### src/rtl/cs_window_filter.sv
// cs_window_filter: sliding-window approximate-average filter.
// Stage 1 holds window/sum; stage 2 picks avg or appr and scales.
module cs_window_filter #(
  parameter int DW    = 8,
  parameter int WIN   = 9,
  parameter int SHIFT = 3,
  parameter int OW    = 10
) (
  input  logic          clk,
  input  logic          reset,
  input  logic          in_valid,
  input  logic [DW-1:0] X,
  input  logic          mode,
  input  logic          flush,
  output logic          out_valid,
  output logic [OW-1:0] Y
);

  localparam int SW = DW + $clog2(WIN);
  localparam int TW = DW + $clog2(2 * WIN);
  localparam int CW = $clog2(WIN + 1);

  localparam logic [CW-1:0] CNT_FULL = CW'(WIN);
  localparam logic [CW-1:0] CNT_ONE  = CW'(1);
  localparam logic [SW-1:0] WIN_S    = SW'(WIN);
  localparam logic [TW-1:0] WIN_T    = TW'(WIN);

  logic [DW-1:0] win_q [WIN];
  logic [SW-1:0] sum_q;
  logic [CW-1:0] cnt_q;
  logic          s1_valid_q;

  logic [DW-1:0] oldest;
  logic [SW-1:0] sum_base;
  logic [SW-1:0] sum_d;
  logic [CW-1:0] cnt_base;
  logic [CW-1:0] cnt_d;

  // Flush restarts the window, so the new sample sees an empty history.
  always_comb begin
    oldest   = '0;
    sum_base = sum_q;
    cnt_base = cnt_q;
    if (flush) begin
      sum_base = '0;
      cnt_base = '0;
    end else if (cnt_q == CNT_FULL) begin
      oldest = win_q[WIN-1];
    end
    sum_d = sum_base + SW'(X) - SW'(oldest);
    if (cnt_base == CNT_FULL) begin
      cnt_d = CNT_FULL;
    end else begin
      cnt_d = cnt_base + CNT_ONE;
    end
  end

  always_ff @(posedge clk) begin
    if (!reset) begin
      for (int i = 0; i < WIN; i++) begin
        win_q[i] <= '0;
      end
      sum_q      <= '0;
      cnt_q      <= '0;
      s1_valid_q <= 1'b0;
    end else begin
      s1_valid_q <= in_valid && (cnt_d == CNT_FULL);
      if (in_valid) begin
        win_q[0] <= X;
        for (int i = 1; i < WIN; i++) begin
          win_q[i] <= flush ? '0 : win_q[i-1];
        end
        sum_q <= sum_d;
        cnt_q <= cnt_d;
      end else if (flush) begin
        for (int i = 0; i < WIN; i++) begin
          win_q[i] <= '0;
        end
        sum_q <= '0;
        cnt_q <= '0;
      end
    end
  end

  logic [SW-1:0] avg;
  logic [DW-1:0] avg_dw;
  logic [DW-1:0] appr;
  logic [DW-1:0] sel;
  logic [TW-1:0] tmp;
  logic [TW-1:0] shifted;

  // appr always exists: the window minimum never exceeds the mean.
  always_comb begin
    avg    = sum_q / WIN_S;
    avg_dw = DW'(avg);
    appr   = '0;
    for (int i = 0; i < WIN; i++) begin
      if (SW'(win_q[i]) <= avg && win_q[i] >= appr) begin
        appr = win_q[i];
      end
    end
    sel     = mode ? avg_dw : appr;
    tmp     = TW'(sum_q) + WIN_T * TW'(sel);
    shifted = tmp >> SHIFT;
  end

  always_ff @(posedge clk) begin
    if (!reset) begin
      out_valid <= 1'b0;
      Y         <= '0;
    end else begin
      out_valid <= s1_valid_q;
      if (s1_valid_q) begin
        Y <= OW'(shifted);
      end
    end
  end

endmodule

### config.mk
export PLATFORM = sky130hd
export DESIGN_NAME = cs_window_filter
export DESIGN_NICKNAME = d
export VERILOG_FILES = /design/src/rtl/cs_window_filter.sv
export SDC_FILE = /design/constraint.sdc
export NUM_CORES = 1
export LEC_CHECK = 0
export ABC_AREA = 1
export CORE_UTILIZATION = 38
export DETAILED_ROUTE_END_ITERATION = 10
export SLEW_MARGIN = 15
export SYNTH_ARGS = -nofsm -noshare
export SYNTH_HDL_FRONTEND = slang
export SYNTH_SLANG_ARGS = --single-unit
### constraint.sdc
create_clock -name clk -period 24 [get_ports clk]
set_clock_uncertainty 0.2 [all_clocks]
set_input_delay 2.4 -clock clk [delete_from_list [all_inputs] [get_ports clk]]
set_output_delay 2.4 -clock clk [all_outputs]
set_load 0.01 [all_outputs]
==> results of run 1 <==
## kinds of logic after synthesis
family	Yosys count	share of synthesized area [%]
multiplexers	1	0.114
adder cells (fa/ha/maj)	173	22.8
AND/OR/NAND/NOR	566	24.7
XOR/XNOR	15	1.40
AO/OA/AOI/OAI	220	13.5
flip-flops	100	27.4
buffers and inverters	264	10.1
## stage by stage
| stage | hold WS, ns | cell area, sq um | worst slack (ns) | cells |
|---|---|---|---|---|
| after global placement | 0.299 | 10500 | 1.38 | 1676 |
| final | 0.299 | 10900 | 2.67 | 1694 |
| after detailed placement | 0.288 | 10500 | 1.06 | 1676 |
| after global routing | 0.323 | 10900 | 0.00292 | 1694 |
| after floorplan | 0.264 | 9920 | 4.38 | 1339 |
| after CTS | 0.296 | 10800 | 0.997 | 1692 |
## worst min-delay path: cells and delay by family, from the launching register on
family	cells	cell delay [ns]
DFF	1	0.33
and+or+nand+nor	2	0.14
## routing by layer
metal / global-route usage, % / vias up / wire length [um]
met5: 0 / - / 0
met2: 32.2 / 141 / 11000
met1: 27.1 / 3806 / 12400
met4: 3.96 / 0 / 282
li1: - / 4473 / -
met3: 2.41 / 18 / 904
## placed cells by master, fill, tap and decap left out, types with 3 or more instances in the layout
cell / count
a211oi_1: 5
a21o_1: 8
a21oi_1: 42
a221oi_1: 7
a31oi_1: 11
buf_4: 8
clkbuf_16: 9
clkdlybuf4s50_1: 23
clkinv_1: 4
dfxtp_1: 28
edfxtp_1: 72
fa_1: 13
ha_1: 160
inv_1: 225
inv_2: 14
nand2_1: 277
nand2_2: 28
nand2_4: 6
nand3_1: 62
nand4_1: 17
nor2_1: 146
nor2_2: 4
nor3_1: 16
o211ai_1: 16
o21a_1: 12
o21ai_0: 82
o21ai_1: 5
o21ai_2: 3
o21bai_1: 9
o22ai_1: 8
xnor2_1: 4
xor2_1: 10
## Yosys cell counts, types with 3 or more instances
cell type  number
o21bai_1        9
clkinv_1        3
o211ai_1       16
a31oi_1        11
nor2_2          4
ha_1          160
nand2_1       285
o21a_1         12
nor3_1         16
a21oi_1        43
inv_1         225
nand2_2        21
nor2_1        146
o22ai_1         8
clkbuf_1       18
nand2_4         5
nand4_1        17
xnor2_1         4
fa_1           13
inv_2          14
o21ai_0        86
nand3_1        62
xor2_1         10
dfxtp_1        28
a21o_1          8
a221oi_1        7
a211oi_1        5
edfxtp_1       72
o21ai_2         3
## repair_timing
item	4_1_cts	5_1_grt
setup endpoints to repair	0	10
hold buffers	0	0
gates resized for setup	0	14
buffers inserted	0	2
## registers in the layout, summed over array words and instances (netlist names)
name        cells
sum_q          12
win_q          72
out_valid       1
s1_valid_q      1
cnt_q           4
Y              10
## final timing paths
kind	from	endpoint	cells after the start
max	sum_q[11]$_SDFF_PN0_	Y[7]$_SDFFE_PN0P_	153
min	cnt_q[3]$_SDFF_PN0_	s1_valid_q$_SDFF_PN0_	2
max reg2reg	sum_q[11]$_SDFF_PN0_	Y[7]$_SDFFE_PN0P_	153
min reg2reg	cnt_q[3]$_SDFF_PN0_	s1_valid_q$_SDFF_PN0_	2
## area by class of cell
| type | instances | area share, % |
|---|---|---|
| clock inverter | 7 | 0.667 |
| sequential | 100 | 25.0 |
| multi-input combinational | 975 | 57.4 |
| tap | 330 | 3.80 |
| timing repair buffer | 31 | 2.67 |
| inverter | 242 | 8.35 |
| clock buffer | 9 | 2.07 |
==> flow_summary.ini, run 1 <==
[yosys]
yosys.area.top_type = edfxtp_1
synth_ff_type = edfxtp_1
synth.avg_cell_area_sq_um = 7.41
synthesis.area_sq_um = 9920
syn_nets = 1525
synth-edff-count = 72
synth_seq_area_share_pct = 27.4
synthTopCellsByArea = edfxtp_1 22%, ha_1 20%, nand2_1 11%
synth_cells = 1339
synth_top_area_share_pct = 21.8
synthArstFlopShare_pct = 0
yosys_warnings = 0
synth_cell_types = 50
ys_ff_latch = 100

[global_routing]
grt_max_degree = 81
first_global_vias = 8256
antenna_found_initial = 0
overflow = 0
grt_pass1_wl_um = 41100
groute.usage.overall_pct = 19.5

[placement]
dp_hpwl_um = 18800
gp_congestion = 0.860
portBuffers = 23

[layout]
fin_util_pct = 42.8
seq_area_sq_um = 2720
nets = 1545
area_growth_pct = 9.65
final.fill_count = 2622
multi_input_area_sq_um = 6240
drive_gt1_share_pct = 6.82
diodes = 0

[die]
core.rowCount = 58
die_h_um = 164
initial_core_util_pct = 39.1
dieArea_sq_um = 26800
die_w_um = 164
pin_count = 24
fp.coreArea_sq_um = 25400

[clock_tree]
clockBufferDepth = 2
cts_tree = built
cts.clk_slew.worst_paths_ns = 0.08
clkLatencyLatePin_ns = 0.36
cts-root-buf = clkbuf_16
ctsHtreeMaxLevel = 3
cts_buffers = 9
cts.sinks = 100

[timing]
max_slew.worst_pin.slew_ns = 1.10
tns_ns = 0
slew_viol_final = 0
max_slew_margin_pct = 26.9
period_share_pct = 88.9
hold_viol_final = 0
grt_setup_unrepaired = no
min_period_ns = 21.33
setup_viol = 0
fmax_mhz = 46.9

[critical_path]
cpMostUsedCell = nand2_1
reg2reg_slack_ns = 2.67
crit_path_max_incr_delay_ns = 0.53
endpoint_kind = flop
worstSetupPathType = reg2reg
crit_arrival_ns = 21.41
crit_fanout = 16
critPathTopFamily = simple AND/OR/NAND/NOR gates
crit_buf_inv = 13
cp.required_ns = 24.09
slowest_stage = dfxtp_1
worstSetupStartpointType = flop

[routing]
ant_nets = 0
vias_per_cell = 4.98
routed_wl_um = 24600
drc_errors = 0
num_vias = 8438
initialDrtViolationCount = 492
dr.pass1.iters = 5
wl_per_cell_um = 14.5

[status]
outcome = complete, no violations

[flow_run]
drv_cap = 0

[hold_path]
hp-class = reg2reg
Power of run 1 is not shown: default switching activity piles up to over one toggle a cycle in this logic, so the estimate is an artifact.
==> run 2, diff against run 1 <==
--- a/config.mk
+++ b/config.mk
@@ -12,3 +12,4 @@
 export SYNTH_ARGS = -nofsm -noshare
 export SYNTH_HDL_FRONTEND = slang
 export SYNTH_SLANG_ARGS = --single-unit
+export TNS_END_PERCENT = 10
==> results of run 2 <==
Same layout as run 1: the final DEF is identical, and so are final timing and power.
Power of run 2 is left out for the same reason.
